`src/rtl/tt_capture_pkg.sv`:
```
// Shared types and constants for the truth-table capture block.
// Optional compare feature is enabled with TT_CAPTURE_COMPARE_EN.
package tt_capture_pkg;

    localparam int NUM_ROWS = 8;
    localparam int CODE_W   = 8;
    localparam int ROW_W    = 3;
    localparam int CNT_W    = 8;

    typedef enum logic [1:0] {
        IDLE   = 2'd0,
        SETTLE = 2'd1,
        SAMPLE = 2'd2,
        DONE   = 2'd3
    } state_t;

    function automatic logic [CODE_W-1:0] shift_in(
        input logic [CODE_W-1:0] sr,
        input logic              bit_in
    );
        return {sr[CODE_W-2:0], bit_in};
    endfunction

endpackage

```
`src/rtl/tt_settle_timer.sv`:
```
// Per-row settle countdown: load a cycle count, count down, flag expiry.
// expire is high on the last settle cycle of a row.
module tt_settle_timer
    import tt_capture_pkg::*;
(
    input  logic             clk,
    input  logic             rst,
    input  logic             load,
    input  logic             count,
    input  logic [CNT_W-1:0] value,
    output logic             expire
);

    logic [CNT_W-1:0] remain;

    always_ff @(posedge clk or posedge rst) begin
        if (rst) begin
            remain <= '0;
        end else if (load) begin
            remain <= value;
        end else if (count && remain != '0) begin
            remain <= remain - 1'b1;
        end
    end

    assign expire = (remain <= CNT_W'(1));

endmodule

```
`src/rtl/truth_table_capture.sv`:
```
// Walks all 8 input rows of a 3-input function and captures its truth table.
// Compare port pair (expected/match) exists only with TT_CAPTURE_COMPARE_EN.
module truth_table_capture
    import tt_capture_pkg::*;
#(
    parameter int SETTLE_CYCLES = 2
) (
    input  logic              clk,
    input  logic              rst,
    input  logic              start,
    output logic              drive_in1,
    output logic              drive_in2,
    output logic              drive_in3,
    input  logic              dut_out,
    output logic              busy,
    output logic              done,
`ifdef TT_CAPTURE_COMPARE_EN
    input  logic [CODE_W-1:0] expected,
    output logic              match,
`endif
    output logic [CODE_W-1:0] table_code
);

    localparam logic [CNT_W-1:0] SETTLE_LD = CNT_W'(SETTLE_CYCLES);
    localparam bit               SKIP      = (SETTLE_CYCLES == 0);
    localparam logic [ROW_W-1:0] LAST_ROW  = ROW_W'(NUM_ROWS - 1);

    state_t             state;
    logic [ROW_W-1:0]   row;
    logic [ROW_W-1:0]   drive;
    logic [CODE_W-1:0]  shreg;
    logic               timer_load;
    logic               timer_count;
    logic               expire;

    assign timer_load  = (state == IDLE && start)
                       || (state == SAMPLE && row != LAST_ROW);
    assign timer_count = (state == SETTLE);

    tt_settle_timer u_timer (
        .clk    (clk),
        .rst    (rst),
        .load   (timer_load),
        .count  (timer_count),
        .value  (SETTLE_LD),
        .expire (expire)
    );

    assign {drive_in1, drive_in2, drive_in3} = drive;

    always_ff @(posedge clk or posedge rst) begin
        if (rst) begin
            state      <= IDLE;
            row        <= '0;
            drive      <= '0;
            shreg      <= '0;
            busy       <= 1'b0;
            done       <= 1'b0;
            table_code <= '0;
`ifdef TT_CAPTURE_COMPARE_EN
            match      <= 1'b0;
`endif
        end else begin
            done <= 1'b0;
            unique case (state)
                IDLE: begin
                    if (start) begin
                        row   <= '0;
                        drive <= '0;
                        shreg <= '0;
                        busy  <= 1'b1;
                        state <= SKIP ? SAMPLE : SETTLE;
                    end
                end
                SETTLE: begin
                    if (expire) state <= SAMPLE;
                end
                SAMPLE: begin
                    shreg <= shift_in(shreg, dut_out);
                    if (row == LAST_ROW) begin
                        drive <= '0;
                        state <= DONE;
                    end else begin
                        row   <= row + 1'b1;
                        drive <= row + 1'b1;
                        state <= SKIP ? SAMPLE : SETTLE;
                    end
                end
                DONE: begin
                    table_code <= shreg;
                    done       <= 1'b1;
                    busy       <= 1'b0;
                    state      <= IDLE;
`ifdef TT_CAPTURE_COMPARE_EN
                    match      <= (shreg == expected);
`endif
                end
                default: state <= IDLE;
            endcase
        end
    end

endmodule

```
`config.mk`:
```
export PLATFORM = sky130hd
export DESIGN_NAME = truth_table_capture
export DESIGN_NICKNAME = d
export VERILOG_FILES = /design/src/rtl/tt_capture_pkg.sv /design/src/rtl/tt_settle_timer.sv /design/src/rtl/truth_table_capture.sv
export SDC_FILE = /design/constraint.sdc
export NUM_CORES = 1
export LEC_CHECK = 0
export BUFFER_PORTS_ARGS = -buffer_cell sky130_fd_sc_hd__clkbuf_2
export CAP_MARGIN = 5
export CORE_MARGIN = 5
export CORE_UTILIZATION = 30
export DETAILED_ROUTE_END_ITERATION = 8
export PLACE_DENSITY_LB_ADDON = 0.05
export SYNTH_ARGS = -nofsm -noshare
export SYNTH_HDL_FRONTEND = slang
export SYNTH_SLANG_ARGS = --single-unit
```
`constraint.sdc`:
```
create_clock -name clk -period 3.2 [get_ports clk]
set_input_delay 0.64 -clock clk [delete_from_list [all_inputs] [get_ports clk]]
set_output_delay 0.64 -clock clk [all_outputs]
set_load 0.01 [all_outputs]
```
==> results.tsv, run 1 <==
stage	metric	value	unit
outcome	status	finished clean	
placement	numPortBuffers	16	
clocking	htree_levels	2	
synthesis	synthTopCellsByCount	dfrtp_1, a22o_1, nand2_1	
detailed_routing	detail-route-antenna-nets	0	
detailed_routing	wl_per_cell	13.60	um
detailed_routing	drtIter0Drc	42	
detailed_routing	vias	1007	
synthesis	syn_inst	126	
synthesis	synth_edf_count	0	
synthesis	synth_ff_type	dfrtp_1	
synthesis	yosysMostFrequentCell	dfrtp_1	
synthesis	synth_nets	135	
synthesis	synth-seq-cells	34	
finish	stdcell_count	214	
clocking	root_buffer	clkbuf_8	
synthesis	yosysTopAreaCell	dfrtp_1	
finish	drive_gt1_frac	0.2517	
synthesis	synth_cell_types	31	
clocking	path_clk_slew	0.07	ns
worst_setup_path	critPathArrivalTime	2.10	ns
floorplan	design.portCount	17	
clocking	cts.sink_count	34	
worst_setup_path	critical_path_class	flip-flop to flip-flop	
pwr	cellPowerDensity	779.3	nW/um^2
placement	place_congestion	0.7687	
detailed_routing	drc	0	
synthesis	syn-cell-area	1495	sq um
detailed_routing	wirelength	2911	um
synthesis	yosysSeqAreaShare	0.5690	
floorplan	core	4786	sq um
worst_setup_path	critPathLaunchType	flip-flop	
clocking	ctsResizeCount	0	
job	drv_cap	0	
floorplan	rows	25	
timing	tightest_slew	0.7188	ns
clocking	cts_tree	built	
global_route	grt_pass1_wl	5333	um
placement	dpl.hpwl	2053	um
global_route	grt_max_degree	35	
timing	slew_headroom	0.5198	
finish	nFillCells	489	
synthesis	synth_area_leaders	dfrtp_1, a22o_1, mux2_2	
finish	diodes	0	
floorplan	die_h	80.60	um
floorplan	start_util	0.3124	
clocking	cts_hold_buf	0	
pwr	ir_drop	225.3	uV
timing	min_period	1.897	ns
timing	slew_violations	0	
global_route	first_global_vias	1059	
synthesis	yosys_warnings	0	
floorplan	dieArea	6496	sq um
finish	area_growth	16.15	%
timing	setup_violations	0	
synthesis	yosysTopAreaCellShare	0.5690	
worst_setup_path	cp-end-kind	flip-flop	
synthesis	async_reset_ff_frac	1.000	
global_route	antenna_found_initial	0	
worst_setup_path	required	3.40	ns
clocking	cts-buffers-inserted	5	
clocking	cts_setup_buffers	0	
clocking	ctsLongestPathBuffers	2	
detailed_routing	routed_via_density	4.706	
clocking	clk_latency	0.28	ns
timing	fin_worst_skew	0.004795	ns
detailed_routing	firstDrtPassIters	4	
timing	rsz0062_at_grt	no	
synthesis	syn_area_per_cell	11.87	sq um
floorplan	chipWidth	80.60	um
timing	final_hold_viol_count	0	
min_path	hold_path_class	primary input to async pin	
global_route	grt_usage	0.1095	
global_route	grt_overflow_total	0	
timing	tns	0	ns
finish	fin_nets	156	
timing	max_freq	527.1	MHz
placement	dp.cells	207	
pwr	leakagePower	0.0008571	uW
timing	timing.final.crit_share	0.5928	
worst_setup_path	cp_max_fo	5	
[per-layer routing]
layer / up-vias / global-route usage / share of wire
met5: - / 0 / 0
met4: 0 / 0.04561 / 0.019
met3: 6 / 0.03924 / 0.037
met2: 13 / 0.1656 / 0.46
met1: 500 / 0.1409 / 0.48
li1: 488 / - / -
[final timing paths]
check,from,end,slack (ns),cells past startpoint
worst min-delay path,rst,done,0.42,3
max in group asynchronous,rst,u_timer.remain[3],2.45,3
worst max register to register,u_timer.remain[0],u_timer.remain[4],1.30,6
min in group clk,drive[1],drive[1],0.48,2
worst min register to register,drive[1],drive[1],0.48,2
worst max-delay path,u_timer.remain[0],u_timer.remain[4],1.30,6
[layout by cell type (no fill, tap or decap), types with 2 or more instances in the layout]
cell type  Yosys  routed
clkbuf_2       0      16
nor4_1         3       3
buf_4          0       2
nor2_1         9       9
a21oi_1        4       4
inv_1          5       5
clkinv_2       0       2
dfrtp_1       34      34
mux2_2         8       8
ha_1           5       5
nand3_1        2       2
nor3_1         2       2
o21ai_0        4       4
a22o_1        11      11
nand2b_1       3       3
clkbuf_8       0       5
nand2_1       11      11
xnor2_1        4       4
mux2i_1        3       3
[where the power goes]
part,switching [uW],internal [uW]
clock network,150,146
logic,230,190
registers,117,520
[critical path, stage by stage (launching register included)]
cell and delay, ns:
dfrtp_1 0.44, inv_1 0.11, ha_1 0.15, nor3b_1 0.57, a21oi_1 0.24, nand3_1 0.14, mux2i_1 0.18
[through the flow]
step / total power [uW] / hold WS (ns) / area [sq um] / util / worst slack (ns)
after global routing: 1470 / 0.4777 / 1737 / 0.3629 / 1.118
final: 1353 / 0.4169 / 1737 / 0.3629 / 1.303
after detailed placement: 1072 / 0.4688 / 1658 / 0.3464 / 1.297
after CTS: 1377 / 0.4435 / 1737 / 0.3629 / 1.280
after floorplan: 951.5 / 0.4691 / 1495 / - / 1.548
after global placement: 1060 / 0.4679 / 1658 / 0.3464 / 1.325
[state kept, by name, summed over array words and instances, names as in the netlist]
name            flops
u_timer.remain      8
shreg               8
row                 3
table_code          8
state               2
busy                1
drive               3
done                1
[layout make-up]
cell class / instances / area [sq um] / share of cell area
well taps: 67 / 83.83 / 0.04827
multi-input cells: 83 / 609.3 / 0.3509
flip-flops and latches: 34 / 850.8 / 0.4899
clock inverters: 2 / 10.01 / 0.005764
inverters: 5 / 18.77 / 0.01081
clock buffers: 5 / 68.82 / 0.03963
repair buffers: 18 / 95.09 / 0.05475
[kinds of logic (layout without fill, tap and decap cells)]
logic type | count (synthesis) | count (layout) | synth area share
compound gates | 27 | 27 | 0.1339
fa+ha+maj | 5 | 5 | 0.04184
xor+xnor | 4 | 4 | 0.02343
simple gates | 36 | 36 | 0.1280
buf+inv | 9 | 30 | 0.02343
flops | 34 | 34 | 0.5690
mux | 11 | 11 | 0.08034
(Power assumes the default switching activity.)
==> run 2: changes to the inputs <==
- clock period: 3.2 -> 1.6 ns (I/O delays scaled with it)
==> run 2 against run 1 <==
Effect of this change:
- register-to-register slack got worse by 1.3 ns
- first-iteration DRC count grew 7.1%
- fmax rose by 19%
- critical path depth shrank 2
- highest routed layer unchanged
==> results.tsv, run 2 (synthesized netlist as in run 1, its figures left out) <==
stage	metric	value	unit
global_route	grt_overflow_total	0	
worst_setup_path	slowest_stage	or4_4	
timing	slew_headroom	0.7067	
floorplan	design.portCount	17	
global_route	antenna_found_initial	0	
finish	area_growth	27.87	%
worst_setup_path	path_buf_inv	0	
worst_setup_path	critPathArrivalTime	1.77	ns
timing	fin_worst_skew	0.002583	ns
finish	final_common_cell	dfrtp_1	
floorplan	die_h	80.60	um
clocking	clk_latency	0.28	ns
min_path	hold_path_class	primary input to async pin	
pwr	ir_drop	495.1	uV
timing	setup_violations	0	
timing	rsz0062_at_grt	yes	
finish	fin_util	0.3995	
clocking	path_clk_slew	0.07	ns
clocking	cts.sink_count	34	
worst_setup_path	required	1.78	ns
global_route	grt_usage	0.1118	
clocking	htree_levels	2	
worst_setup_path	critPathLaunchType	flip-flop	
timing	slew_violations	0	
detailed_routing	detail-route-antenna-nets	0	
global_route	grt_pass1_wl	5513	um
worst_setup_path	cpLargestDelayFamily	simple AND/OR/NAND/NOR gates	
detailed_routing	drtIter0Drc	45	
job	drv_cap	0	
finish	fin_nets	169	
timing	tightest_slew	0.4400	ns
placement	numPortBuffers	16	
worst_setup_path	cp-end-kind	flip-flop	
global_route	grt_max_degree	35	
detailed_routing	vias	1056	
finish	reg.largest.list	shreg x8, table_code x8, u_timer.remain x8	
timing	final_hold_viol_count	0	
detailed_routing	drc	0	
timing	timing.final.crit_share	0.9938	
floorplan	rows	25	
placement	dpl.hpwl	2012	um
timing	min_period	1.590	ns
detailed_routing	routed_via_density	4.632	
pwr	power	3146	uW
floorplan	chipWidth	80.60	um
pwr	leakagePower	0.0009264	uW
worst_setup_path	worst_path_largest_cell_delay	0.58	ns
detailed_routing	wl_per_cell	13.32	um
floorplan	start_util	0.3124	
global_route	first_global_vias	1140	
floorplan	dieArea	6496	sq um
worst_setup_path	cp_max_fo	3	
finish	drive_gt1_frac	0.3727	
detailed_routing	wirelength	3036	um
worst_setup_path	critical_path_class	flip-flop to flip-flop	
clocking	ctsLongestPathBuffers	2	
clocking	cts-buffers-inserted	5	
clocking	root_buffer	clkbuf_8	
placement	place_congestion	0.8189	
outcome	status	finished clean	
finish	final_cell_mix	dfrtp_1, clkbuf_2, buf_4	
detailed_routing	firstDrtPassIters	4	
pwr	cellPowerDensity	1646	nW/um^2
timing	max_freq	628.9	MHz
floorplan	core	4786	sq um
worst_setup_path	cp_cell_sequence	or4_4 > nor4_2 > xnor2_1 > nor2_1	
clocking	cts_tree	built	
timing	tns	0	ns
finish	diodes	0	
==> run 2: changes by cell type in the layout (fill, tap and decap cells not counted), sizes merged <==
cell	before	now
buf	2	15
clkinv	2	1
clkbuf	21	23
==> run 2: metal layers <==
layer | track usage | share of wire
met5 | 0 | 0
met4 | 0.05574 | 0.022
met3 | 0.03363 | 0.038
met2 | 0.1714 | 0.47
met1 | 0.1420 | 0.47
==> run 2: power by group <==
group          total (uW)  internal, uW  switching (uW)
clock                 648           347             301
combinational        1270           623             644
sequential           1230          1040             189
total                3150          2010            1130
==> run 2: worst paths after layout <==
path / start / to / slack, ns / cells after the start
max: u_timer.remain[5] / u_timer.remain[7] / 0.01 / 4
min: rst / row[2] / 0.09 / 3
max reg2reg: u_timer.remain[5] / u_timer.remain[7] / 0.01 / 4
min reg2reg: drive[1] / drive[1] / 0.48 / 2
max in group asynchronous: rst / u_timer.remain[1] / 1.17 / 3
min in group clk: dut_out / shreg[0] / 0.25 / 2
==> run 2: area by class of cell <==
type,count,area (sq um)
Fill cell,455,2874
Sequential cell,34,852.1
Multi-Input combinational cell,83,673.1
Timing Repair Buffer,31,192.7
Clock buffer,7,86.33
Tap cell,67,83.83
Inverter,5,18.77
Clock inverter,1,5.005
==> run 2: repair_timing <==
action                     CTS  global route
pin swaps                    0             2
gates resized for setup      2            12
hold buffers                 0             0
setup buffers                0             3
setup endpoints to repair    2            18
==> run 2: worst min-delay path, cell delays in order <==
cell	delay [ns]
clkbuf_2	0.08
inv_1	0.04
buf_4	0.37
==> run 2: stage by stage <==
stage               hold WS, ns  setup slack [ns]  instances  instance area (sq um)
global placement         0.4276           -0.1226        217                   1738
global route             0.1377          -0.05573        228                   1912
finish                  0.09489          0.009985        228                   1912
CTS                      0.1127          0.009045        225                   1842
detailed placement       0.4268          -0.05507        217                   1738
floorplan                0.4527           0.08658        126                   1500
==> run 3: changes to the inputs <==
- CORE_UTILIZATION: 30 -> 45
==> run 3 against run 2 <==
Effect of this change:
- final area rose by 1.2%
- clock skew rose by 0.0041 ns
- die area shrank 30%
- hold slack lost 0.053 ns
- fmax up 0.63%
- largest cell class unchanged
==> results.tsv, run 3 (synthesized netlist as in run 1, its figures left out) <==
stage	metric	value	unit
finish	area_growth	29.37	%
detailed_routing	wl_met2	1517	um
clocking	path_clk_slew	0.11	ns
global_route	grt_usage	0.1573	
clocking	cts-buffers-inserted	5	
detailed_routing	wl_per_cell	14.70	um
detailed_routing	vias	1075	
worst_setup_path	cp-end-kind	flip-flop	
timing	slew_headroom	0.5315	
timing	timing.final.crit_share	0.9875	
timing	final_hold_viol_count	0	
detailed_routing	detail-route-antenna-nets	0	
job	drv_cap	0	
min_path	hold_path_class	primary input to async pin	
timing	max_freq	632.9	MHz
detailed_routing	wirelength	3058	um
pwr	ir_drop	867.1	uV
outcome	status	finished clean	
detailed_routing	drtIter0Drc	57	
floorplan	dieArea	4575	sq um
finish	fin_nets	170	
timing	slew_violations	0	
worst_setup_path	critical_path_class	flip-flop to flip-flop	
worst_setup_path	required	1.84	ns
global_route	grt_overflow_total	0	
placement	dp.cells	197	
worst_setup_path	cp_max_fo	3	
clocking	cts_tree	built	
floorplan	chipWidth	67.64	um
finish	final_cell_mix	dfrtp_1, clkbuf_2, buf_4	
finish	reg.largest.list	shreg x8, table_code x8, u_timer.remain x8	
timing	fin_ws	0.01995	ns
finish	drive_gt1_frac	0.3827	
finish	final_common_cell	dfrtp_1	
floorplan	rows	21	
clocking	cts.sink_count	34	
clocking	htree_levels	2	
clocking	root_buffer	clkbuf_4	
timing	fin_worst_skew	0.006721	ns
global_route	antenna_found_initial	0	
detailed_routing	dr.max_layer_used	met4	
detailed_routing	wl_met3	127	um
worst_setup_path	reg2reg_from	u_timer.remain[5]	
global_route	grt_pass1_wl	5223	um
detailed_routing	drc	0	
floorplan	start_util	0.4552	
finish	diodes	0	
global_route	first_global_vias	1124	
timing	min_period	1.580	ns
timing	rsz0062_at_grt	yes	
finish	stdcell_count	208	
worst_setup_path	critPathLaunchType	flip-flop	
placement	place_ws	-0.01856	ns
placement	numPortBuffers	16	
pwr	power	3463	uW
worst_setup_path	critPathArrivalTime	1.82	ns
worst_setup_path	reg2reg_depth	4	
placement	place_congestion	0.8339	
floorplan	design.portCount	17	
worst_setup_path	rrSetupSlack	0.02	ns
detailed_routing	firstDrtPassIters	4	
finish	nFillCells	298	
clocking	ctsLongestPathBuffers	2	
global_route	grt_max_degree	35	
worst_setup_path	r2r-end	u_timer.remain[7]	
timing	setup_violations	0	
finish	design_area	1934	sq um
detailed_routing	routed_via_density	5.168	
floorplan	core	3284	sq um
placement	placed_cell_area	1719	sq um
pwr	cellPowerDensity	1790	nW/um^2
floorplan	die_h	67.64	um
placement	dpl.hpwl	2060	um
pwr	leakagePower	0.0009562	uW
clocking	clk_latency	0.33	ns
timing	tightest_slew	0.7001	ns
detailed_routing	drt-met1-wl	1336	um
run 3: changes by cell type in the layout (fill, tap and decap cells not counted), sizes merged:
| cell | change |
|---|---|
| buf | +1 |
| bufinv | +2 |
| clkbuf | -1 |
| clkinv | -1 |
run 3: layout make-up:
type | instances | area [sq um] | share of cell area
clock inverters | 2 | 60.06 | 0.03105
well taps | 46 | 57.56 | 0.02975
clock buffers | 6 | 51.30 | 0.02652
inverters | 5 | 18.77 | 0.009702
multi-input cells | 83 | 676.9 | 0.3499
repair buffers | 32 | 216.5 | 0.1119
flip-flops and latches | 34 | 853.3 | 0.4411
run 3: metrics by stage:
stage / hold slack, ns / TNS (ns) / util
after floorplan: 0.4527 / 0 / -
after global placement: 0.4118 / -0.01706 / 0.5234
after detailed placement: 0.4184 / -0.01856 / 0.5234
after CTS: 0.04121 / 0 / 0.5611
after global routing: 0.06429 / -0.03331 / 0.5890
final: 0.04160 / 0 / 0.5890
run 3: metal layers:
metal / up-vias / global-route usage
met5: - / 0
met2: 20 / 0.2637
met1: 531 / 0.1834
met4: 0 / 0.06835
met3: 8 / 0.04992
li1: 516 / -
run 3: critical path, cell delays in order, from the launching register on:
cell and delay (ns):
dfrtp_1 0.40, or4_4 0.57, nor4_4 0.29, xnor2_1 0.16, nor2_1 0.06
run 3: repair_timing:
item	in CTS	in global routing
hold buffers	0	0
pin swaps	0	3
setup endpoints to repair	3	8
resized for setup	2	12
setup buffers	0	3
gates cloned	0	0
run 3: how the worst max path moves through the flow:
stage | startpoint | to | depth (start not counted)
final | u_timer.remain[5] | u_timer.remain[7] | 4
after floorplan | u_timer.remain[5] | u_timer.remain[7] | 4
after CTS | u_timer.remain[0] | u_timer.remain[3] | 6
after detailed placement | u_timer.remain[0] | u_timer.remain[3] | 6
after global routing | u_timer.remain[5] | u_timer.remain[7] | 4
after global placement | u_timer.remain[0] | u_timer.remain[3] | 6
run 3: power breakdown:
group,internal (uW),switching [uW],leakage (uW)
combinational,710,703,0.000444
sequential,1040,172,0.000453
clock,529,305,0.0000585
